[src/rtl/sm4_pkg.sv]
// Shared SM4 sequencer types: round count, key address width, word/block types and FSM states.
package sm4_pkg;

    localparam int unsigned SM4_ROUNDS = 32;
    localparam int unsigned SM4_KEY_AW = 5;

    typedef logic [31:0]  sm4_word_t;
    typedef logic [127:0] sm4_block_t;

    typedef enum logic [1:0] {
        StIdle,
        StRun,
        StDone
    } sm4_state_e;

    // {X32,X33,X34,X35} -> {X35,X34,X33,X32}
    function automatic sm4_block_t sm4_word_rev(input sm4_block_t b);
        return {b[31:0], b[63:32], b[95:64], b[127:96]};
    endfunction

endpackage

[src/rtl/one_round_for_encdec.sv]
// One SM4 round: {X0,X1,X2,X3} -> {X1,X2,X3,X0^T(X1^X2^X3^rk)}; identical for encrypt and decrypt.
module one_round_for_encdec
    import sm4_pkg::*;
(
    input  sm4_block_t x_i,
    input  sm4_word_t  rk_i,
    output sm4_block_t x_o
);

    localparam logic [2047:0] SboxTbl = {
        128'hd690e9fecce13db716b614c228fb2c05, 128'h2b679a762abe04c3aa44132649860699,
        128'h9c4250f491ef987a33540b43edcfac62, 128'he4b31ca9c908e89580df94fa758f3fa6,
        128'h4707a7fcf37317ba83593c19e6854fa8, 128'h686b81b27164da8bf8eb0f4b70569d35,
        128'h1e240e5e6358d1a225227c3b01217887, 128'hd40046579fd327524c3602e7a0c4c89e,
        128'heabf8ad240c738b5a3f7f2cef96115a1, 128'he0ae5da49b341a55ad933230f58cb1e3,
        128'h1df6e22e8266ca60c02923ab0d534e6f, 128'hd5db3745defd8e2f03ff6a726d6c5b51,
        128'h8d1baf92bbddbc7f11d95c411f105ad8, 128'h0ac13188a5cd7bbd2d74d012b8e5b4b0,
        128'h8969974a0c96777e65b9f109c56ec684, 128'h18f07dec3adc4d2079ee5f3ed7cb3948
    };

    // Entry 0 sits in the top byte, so entry b starts at bit 8*(255-b) = {~b, 3'b000}.
    function automatic logic [7:0] sbox(input logic [7:0] b);
        logic [10:0] base;
        base = {~b, 3'b000};
        return SboxTbl[base +: 8];
    endfunction

    function automatic sm4_word_t rol(input sm4_word_t a, input int unsigned n);
        return (a << n) | (a >> (32 - n));
    endfunction

    sm4_word_t x0, x1, x2, x3;
    sm4_word_t t_in, tau_out, l_out;

    always_comb begin
        x0   = x_i[127:96];
        x1   = x_i[95:64];
        x2   = x_i[63:32];
        x3   = x_i[31:0];
        t_in = x1 ^ x2 ^ x3 ^ rk_i;
        tau_out = {sbox(t_in[31:24]), sbox(t_in[23:16]), sbox(t_in[15:8]), sbox(t_in[7:0])};
        l_out = tau_out ^ rol(tau_out, 2) ^ rol(tau_out, 10) ^ rol(tau_out, 18) ^ rol(tau_out, 24);
        x_o  = {x1, x2, x3, x0 ^ l_out};
    end

endmodule

[src/rtl/sm4_rk_bank.sv]
// Round-key register file: one write port, combinational read (second read port with SM4_SEQ_UNROLL2_EN).
module sm4_rk_bank
    import sm4_pkg::*;
#(
    parameter int unsigned Rounds = SM4_ROUNDS,
    localparam int unsigned Aw    = $clog2(Rounds)
) (
    input  logic            clk_i,
    input  logic            wr_en_i,
    input  logic [Aw-1:0]   wr_addr_i,
    input  sm4_word_t       wr_data_i,
`ifdef SM4_SEQ_UNROLL2_EN
    input  logic [Aw-1:0]   rd_addr1_i,
    output sm4_word_t       rd_data1_o,
`endif
    input  logic [Aw-1:0]   rd_addr0_i,
    output sm4_word_t       rd_data0_o
);

    // Keys are always loaded before use, so the bank carries no reset.
    sm4_word_t mem_q [Rounds];

    always_ff @(posedge clk_i) begin
        if (wr_en_i) begin
            mem_q[wr_addr_i] <= wr_data_i;
        end
    end

    assign rd_data0_o = mem_q[rd_addr0_i];
`ifdef SM4_SEQ_UNROLL2_EN
    assign rd_data1_o = mem_q[rd_addr1_i];
`endif

endmodule

[src/rtl/sm4_round_sequencer.sv]
// Iterative SM4 controller: one block in flight, 32 rounds over a shared round datapath.
// Define SM4_SEQ_UNROLL2_EN to chain two round datapaths and run two rounds per cycle.
module sm4_round_sequencer
    import sm4_pkg::*;
#(
    parameter int unsigned ROUNDS = SM4_ROUNDS
) (
    input  logic                  clk,
    input  logic                  rst,
    input  logic                  key_wr_en,
    input  logic [SM4_KEY_AW-1:0] key_wr_addr,
    input  sm4_word_t             key_wr_data,
    input  logic                  in_valid,
    output logic                  in_ready,
    input  sm4_block_t            in_data,
    input  logic                  in_decrypt,
    output logic                  out_valid,
    input  logic                  out_ready,
    output sm4_block_t            out_data,
    output logic                  busy
);

    localparam int unsigned CntW = $clog2(ROUNDS);
    localparam logic [CntW-1:0] MaxIdx = CntW'(ROUNDS - 1);
`ifdef SM4_SEQ_UNROLL2_EN
    localparam logic [CntW-1:0] Step    = CntW'(2);
    localparam logic [CntW-1:0] LastCnt = CntW'(ROUNDS - 2);
`else
    localparam logic [CntW-1:0] Step    = CntW'(1);
    localparam logic [CntW-1:0] LastCnt = CntW'(ROUNDS - 1);
`endif

    sm4_state_e      state_q;
    logic [CntW-1:0] cnt_q;
    sm4_block_t      blk_q;
    logic            dec_q;

    logic [CntW-1:0] rk_idx0;
    sm4_word_t       rk0;
    sm4_block_t      rnd0_out;
    sm4_block_t      blk_d;

    assign rk_idx0 = dec_q ? (MaxIdx - cnt_q) : cnt_q;

`ifdef SM4_SEQ_UNROLL2_EN
    logic [CntW-1:0] rk_idx1;
    sm4_word_t       rk1;
    sm4_block_t      rnd1_out;

    assign rk_idx1 = dec_q ? (MaxIdx - cnt_q - CntW'(1)) : (cnt_q + CntW'(1));
`endif

    // Writes only land in IDLE; a write coinciding with accept is visible to the first round.
    sm4_rk_bank #(
        .Rounds (ROUNDS)
    ) u_rk_bank (
        .clk_i      (clk),
        .wr_en_i    (key_wr_en && (state_q == StIdle)),
        .wr_addr_i  (key_wr_addr[CntW-1:0]),
        .wr_data_i  (key_wr_data),
`ifdef SM4_SEQ_UNROLL2_EN
        .rd_addr1_i (rk_idx1),
        .rd_data1_o (rk1),
`endif
        .rd_addr0_i (rk_idx0),
        .rd_data0_o (rk0)
    );

    one_round_for_encdec u_round0 (
        .x_i  (blk_q),
        .rk_i (rk0),
        .x_o  (rnd0_out)
    );

`ifdef SM4_SEQ_UNROLL2_EN
    one_round_for_encdec u_round1 (
        .x_i  (rnd0_out),
        .rk_i (rk1),
        .x_o  (rnd1_out)
    );

    assign blk_d = rnd1_out;
`else
    assign blk_d = rnd0_out;
`endif

    always_ff @(posedge clk or posedge rst) begin
        if (rst) begin
            state_q <= StIdle;
            cnt_q   <= '0;
            blk_q   <= '0;
            dec_q   <= 1'b0;
        end else begin
            unique case (state_q)
                StIdle: begin
                    if (in_valid && in_ready) begin
                        blk_q   <= in_data;
                        dec_q   <= in_decrypt;
                        cnt_q   <= '0;
                        state_q <= StRun;
                    end
                end
                StRun: begin
                    blk_q <= blk_d;
                    if (cnt_q == LastCnt) begin
                        state_q <= StDone;
                    end else begin
                        cnt_q <= cnt_q + Step;
                    end
                end
                StDone: begin
                    if (out_ready) begin
                        state_q <= StIdle;
                    end
                end
                default: state_q <= StIdle;
            endcase
        end
    end

    assign in_ready  = (state_q == StIdle) && !rst;
    assign out_valid = (state_q == StDone);
    assign busy      = (state_q != StIdle);
    assign out_data  = sm4_word_rev(blk_q);

endmodule

[config.mk]
export PLATFORM = sky130hd
export DESIGN_NAME = sm4_round_sequencer
export DESIGN_NICKNAME = d
export VERILOG_FILES = /design/src/rtl/sm4_pkg.sv /design/src/rtl/one_round_for_encdec.sv /design/src/rtl/sm4_rk_bank.sv /design/src/rtl/sm4_round_sequencer.sv
export SDC_FILE = /design/constraint.sdc
export NUM_CORES = 2
export LEC_CHECK = 0
export BUFFER_PORTS_ARGS = -buffer_cell sky130_fd_sc_hd__clkbuf_2
export CORE_MARGIN = 4
export CORE_UTILIZATION = 25
export CTS_CLUSTER_SIZE = 8
export DETAILED_ROUTE_END_ITERATION = 8
export PLACE_DENSITY = 0.41
export SETUP_SLACK_MARGIN = 0.5
export SLEW_MARGIN = 20
export SYNTH_ARGS = -nofsm -noshare
export SYNTH_HDL_FRONTEND = slang
export SYNTH_SLANG_ARGS = --single-unit
[constraint.sdc]
create_clock -name clk -period 14.7 [get_ports clk]
set_clock_uncertainty 0.1 [all_clocks]
set_input_delay 0.735 -clock clk [delete_from_list [all_inputs] [get_ports clk]]
set_output_delay 0.735 -clock clk [all_outputs]
set_load 0.1 [all_outputs]
* Word-level counts from Yosys, hierarchy flattened
Memories as Yosys holds them, arrays and structs flattened. Cells that the tools add are included.
Word-level totals: memory bits (writable) 1024, bits in latches 0, output and inout bits 131, memories kept 1, memory bits (read-only) 0, flip-flop bits (word level) 136
Operators by class: equality and inequality tests 7, shifts and indexed selects 4, mux-type cells 12, divide/modulo/power cells 0, add/sub/neg operators 2, multiply operators 0, order comparisons 0, bitwise operators 16, reductions and logical operators 11
Memory list:
- u_rk_bank.mem_q | words 32, width 32, rd ports 1, clocked after Yosys merged registers in 0, wr ports 1, line sm4_rk_bank.sv:21 | sm4_word_t mem_q [Rounds];
Operator list (number):
- variable part select 2048 x 12 -> 8 bit (first input constant) | 4
- one-hot mux 128 bit (2 select lines) | 1
- XOR 32 bit | 8
- 2-to-1 mux 128 bit | 1
- inverter 8 bit | 4
- OR 32 x 10 -> 32 bit | 1
- OR 32 x 18 -> 32 bit | 1
- OR 32 x 2 -> 32 bit | 1
- OR 32 x 24 -> 32 bit | 1
- 2-to-1 mux 5 bit | 3
- one-hot mux 5 bit (2 select lines) | 1
- 2-to-1 mux 2 bit | 3
- inequality test 2 bit (second input constant) | 3
- one-hot mux 2 bit (3 select lines) | 1
- AND reduction 3 bit | 2
- adder 5 x 1 -> 5 bit (second input constant) | 1
- == test 5 bit (second input constant) | 1
- subtractor 5 bit (first input constant) | 1
- AND reduction 2 bit | 2
- nonzero test 2 bit | 2
- logical AND 1 bit | 3
- == test 2 x 1 -> 1 bit (second input constant) | 1
- == test 2 bit (second input constant) | 1
- logical NOT 2 bit | 1
- other kinds (3) | 4

* Longest topological paths before layout
An unclocked memory read counts as a cell.
depth in word-level cells 13, mapped depth 28

* Modules after synthesis
Synthesis repeated with hierarchy kept, for this count alone.
Unflattened totals: cell total of the unflattened synthesis 5180, area total of the unflattened synthesis 63298.2 sq um
By module, submodules not included:
- sm4_rk_bank | cells an instance 2228, area an instance 39844.5 sq um, instances 1, seq. area each 30749.5 sq um
- one_round_for_encdec | cells an instance 2492, area an instance 16756.1 sq um, instances 1, seq. area each 0.0 sq um
- sm4_round_sequencer | cells an instance 460, area an instance 6697.7 sq um, instances 1, seq. area each 3403.3 sq um

* Least setup slack after synthesis
No wires, ideal clock.
path type register to register, from register cnt_q[0], to register blk_q[10], library setup time 126 ps, data arrival time 5640 ps, period minus slack after synthesis 5866 ps, path buffers 9, slack 8834 ps, cell stages (with the launch flop) 27, data required time 14474 ps, cells stage by stage dfrtp_1 buf_6 buf_12 buf_12 buf_12 buf_8 mux4_2 nand2_1 nand3_1 and3_1 or3_4 nand2_2 buf_4 buf_2 inv_1 ha_1 clkbuf_1 or2_2 buf_1 nor3_1 o21bai_1 a32o_1 a2111o_1 o311a_1 xnor2_2 xnor3_1 a221o_1
On the way: word-level cells in the longest chain between the ends 13
Ends and longest elaborated chain:
- start, declared | line sm4_round_sequencer.sv:34 | logic [CntW-1:0] cnt_q;
- start signal, assigned | line sm4_round_sequencer.sv:108 | cnt_q <= cnt_q + Step;
- subtractor 5 bit | line sm4_round_sequencer.sv:43 | assign rk_idx0 = dec_q ? (MaxIdx - cnt_q) : cnt_q;
- 2-to-1 mux 5 bit (*) | line sm4_round_sequencer.sv:43
- memory (32 x 32 bit) (*)
- XOR 32 bit (*) | line one_round_for_encdec.sv:40 | t_in = x1 ^ x2 ^ x3 ^ rk_i;
- inverter 8 bit | line one_round_for_encdec.sv:24 | base = {~b, 3'b000};
- variable part select 2048 x 12 -> 8 bit | line one_round_for_encdec.sv:25 | return SboxTbl[base +: 8];
- OR 32 x 2 -> 32 bit | line one_round_for_encdec.sv:29 | return (a << n) | (a >> (32 - n));
- XOR 32 bit (3 in series) | line one_round_for_encdec.sv:42 | l_out = tau_out ^ rol(tau_out, 2) ^ rol(tau_out, 10) ^ rol(tau_out, 18) ^ rol(tau_out, 24);
- XOR 32 bit (*) | line one_round_for_encdec.sv:42
- XOR 32 bit (*) | line one_round_for_encdec.sv:43 | x_o = {x1, x2, x3, x0 ^ l_out};
- one-hot mux 128 bit (2 select lines) (*) | line sm4_round_sequencer.sv:94 | unique case (state_q)
- end signal, assigned | line sm4_round_sequencer.sv:97 | blk_q <= in_data;
- end signal, assigned | line sm4_round_sequencer.sv:104 | blk_q <= blk_d;
- end, declared | line sm4_round_sequencer.sv:35 | sm4_block_t blk_q;
Mark *: on every way between the ends. The rest lies on a longest branch, timed or not. A chain may end at the register's enable or synchronous reset.

* Worst setup path in the final report
Same ends and word-level chain as after synthesis.

==> run summary <==
OUTCOME
---------------------------------------------------------------------------------
Outcome                                                              finished clean

CLOCK TREE
---------------------------------------------------------------------------------
Number of buffers inserted to repair setup after CTS                            0
TritonCTS sink count                                                         1160
TritonCTS clock tree                                                        built
# H-tree levels                                                                 4
Inserted Clock Buffers                                                        166
Clk slew on worst S/H paths                                               0.05 ns
Worst-case clock buffer depth                                                   3
Clock latency at the later pin of the worst-skew pair                     0.88 ns
Clock tree root driver cell                                             clkbuf_16

SYNTHESIS
---------------------------------------------------------------------------------
Synth Register Bits                                                          1160
Cell area after technology mapping                                    70100 sq um
Sequential area share after synthesis                                       48.7%
Number of synthesized flops with an enable pin                               1024
Most area-hungry cell type in the Yosys netlist                          edfxtp_1
Synthesized area per cell                                              12.9 sq um
Net Count, Synth                                                             5653
Portion of synthesized cell area occupied by the leading cell type          43.9%
Count of different cell masters after synthesis                               151
Synthesized netlist cell count                                               5441
Synth warnings                                                                  0
Post-synth ARST share                                                       11.7%
Largest cells by area after synthesis                                edfxtp_1 (44%), mux4_2 (13%), dfrtp_1 (4.9%), mux2i_1 (3.0%), nor2_1 (2.3%)
Most used flip-flop cell after synthesis                                 edfxtp_1

CRITICAL PATH
---------------------------------------------------------------------------------
Startpoint-to-endpoint class of the critical path                    flip-flop to flip-flop
Arrival time at the worst endpoint                                        9.50 ns
Reg2Reg Setup Slack                                                       5.78 ns
CP Launch Type                                                          flip-flop
CP max-delay cell                                                         dfrtp_4
Nature of the critical path endpoint                                    flip-flop
Kind of cell adding the most delay to the critical path              buffers and inverters
Startpoint of the worst register-to-register path                        cnt_q[0]
Required @ worst endpoint                                                15.29 ns
Cell-by-cell trace of the critical path                              buf_12, buf_4, mux4_2, mux2i_1, a221oi_1, nand2_1, and3_1, nor2_4, buf_4, inv_2, ha_1, inv_1, nand2_1, nor2_1, o311ai_0, and3_1, a211oi_2, a31oi_1, xnor2_1, xnor3_1, a221o_1
Max FO, Critical Path                                                         111
Buffers & Inverters on Critical Path                                            5
Startpoint of the most critical setup path                               cnt_q[0]
Highest cell delay on the worst timing path                               0.99 ns

TIMING
---------------------------------------------------------------------------------
Count of final hold-check violations                                            0
Rel. slew slack                                                             13.9%
Setup repair after global routing missed its margin                         false
Min Tclk post-route                                                       8.92 ns
Final setup vio count                                                           0
Max-slew violation total from the final report                                  0
Actual transition at the worst max-transition pin                         1.28 ns
Sum of negative setup slack                                                  0 ns
Share of the clock period used by the worst path after layout               60.7%
Max Freq                                                                0.112 GHz

DIE
---------------------------------------------------------------------------------
Area enclosed by the die boundary                                    289000 sq um
I/O pin count                                                                 302
X dimension of the die                                                     537 um
Core ar.                                                             279000 sq um
Die Height                                                                 537 um
Initial standard-cell utilization of the core                               25.1%
Row count                                                                     194

GLOBAL ROUTE
---------------------------------------------------------------------------------
Global-route wire length before repair                                  445000 um
Pin count of the biggest net entering global routing                          112
Overflow left after global routing                                              0
Gr usage total                                                              21.7%
Number of global-route vias before repair                                   53220
Antenna violations before repair                                               25

PLACE
---------------------------------------------------------------------------------
Number of I/O port buffers                                                    301
Final HPWL from detailed placement                                      209000 um
Placed Cells incl. Taps                                                      9179
Instance area at placement                                            75000 sq um
Placer congestion estimate                                                  0.917

JOB
---------------------------------------------------------------------------------
Number of maximum-capacitance violations                                        0

DETAILED ROUTING
---------------------------------------------------------------------------------
First-pass iteration count of the detailed router                               6
Post-detailed-route count of antenna-violating nets                             0
Wirelength per Cell                                                       34.4 um
Total detailed-routing wirelength                                       324000 um
Vias per cell                                                                5.77
Vias post-DR                                                                54303
DRC violations left                                                             0
First DRT Iteration DRCs                                                     6444

HOLD PATH
---------------------------------------------------------------------------------
Min-Delay Path Class                                                 input port to flip-flop
Hold path startpoint                                                  in_data[35]

LAYOUT
---------------------------------------------------------------------------------
Reg area                                                              34200 sq um
Net total in the final layout                                                5852
Layout-stage area growth over the synthesis result                          14.2%
Non-filler instance count after layout                                       9417
Post-layout instance area                                             80000 sq um
Fraction of final layout cells sized beyond drive strength 1                23.8%
Fin util                                                                    28.7%
Fill cell total of the finished layout                                      28535
Area of the multi-input gates                                         32900 sq um

synthesized netlist by cell type, drive strengths merged (41+ instances only):
library cell	number
edfxtp	1024
nor2	449
mux4	442
nand2	423
buf	346
a21oi	282
o21ai	247
mux2i	214
o22ai	143
dfrtp	136
clkbuf	135
nand3	127
a22oi	109
o211ai	92
xnor2	92
a211oi	87
nor3	80
xor2	72
a31oi	55
a221oi	54
inv	50
and3	47
ha	41
o221ai	41
layer usage:
metal / routed length (um) / GRT usage, %
met1: 136000 / 29.2
met2: 150000 / 34.7
met3: 24100 / 4.25
met4: 12800 / 7.71
met5: 134 / 0
sequential cells by signal, indices dropped and copies added, names as in the netlist:
signal and count:
state_q 2, cnt_q 5, blk_q 128, u_rk_bank.mem_q 1024, dec_q 1
through the flow:
step	setup WS, ns	hold WS (ns)
global route	5.32	0.0530
finish	5.78	0.0681
floorplan	8.83	0.512
detailed placement	5.87	0.446
global placement	5.40	0.434
CTS	5.81	0.00141
final cells by class:
type                    count  share of cell area (%)
repair buffers            515                    4.05
inverters                  51                   0.249
clock buffers             196                    5.34
flip-flops and latches   1160                    42.7
clock inverters            21                   0.657
diodes                      4                  0.0125
multi-input cells        3746                    41.2
well taps                3724                    5.82
final timing paths:
| check | end | cells after the start |
|---|---|---|
| min in group asynchronous | blk_q[104] | 3 |
| worst max register to register | blk_q[10] | 21 |
| worst min register to register | blk_q[44] | 2 |
| max in group asynchronous | blk_q[92] | 5 |
| worst min-delay path | blk_q[35] | 3 |
| worst max-delay path | blk_q[10] | 21 |
cell families after synthesis:
| group | share of synthesized area [%] |
|---|---|
| compound gates | 15.8 |
| xor+xnor | 3.39 |
| fa+ha+maj | 0.746 |
| buf+inv | 4.97 |
| flops | 48.7 |
| mux | 17.6 |
| simple gates | 8.82 |
layout by cell type, fill, tap and decap left out, types with 131 or more instances in the layout:
| master | n |
|---|---|
| edfxtp_1 | 1024 |
| mux4_2 | 417 |
| nand2_1 | 411 |
| nor2_1 | 395 |
| clkbuf_2 | 301 |
| a21oi_1 | 269 |
| mux2i_1 | 213 |
| buf_4 | 191 |
| o21ai_0 | 189 |
| clkbuf_16 | 166 |
| o22ai_1 | 139 |
| dfrtp_1 | 131 |
repair_timing:
item                      4_1_cts  5_1_grt
hold endpoints to repair       43        0
hold buffers                   16        0
gates resized for setup         0        0
worst min-delay path, stage by stage:
cell,delay [ns]
clkbuf_2,0.09
a22oi_1,0.06
nand2_1,0.05
Power is not shown: default switching activity piles up to over one toggle a cycle in this logic, so the estimate is an artifact.
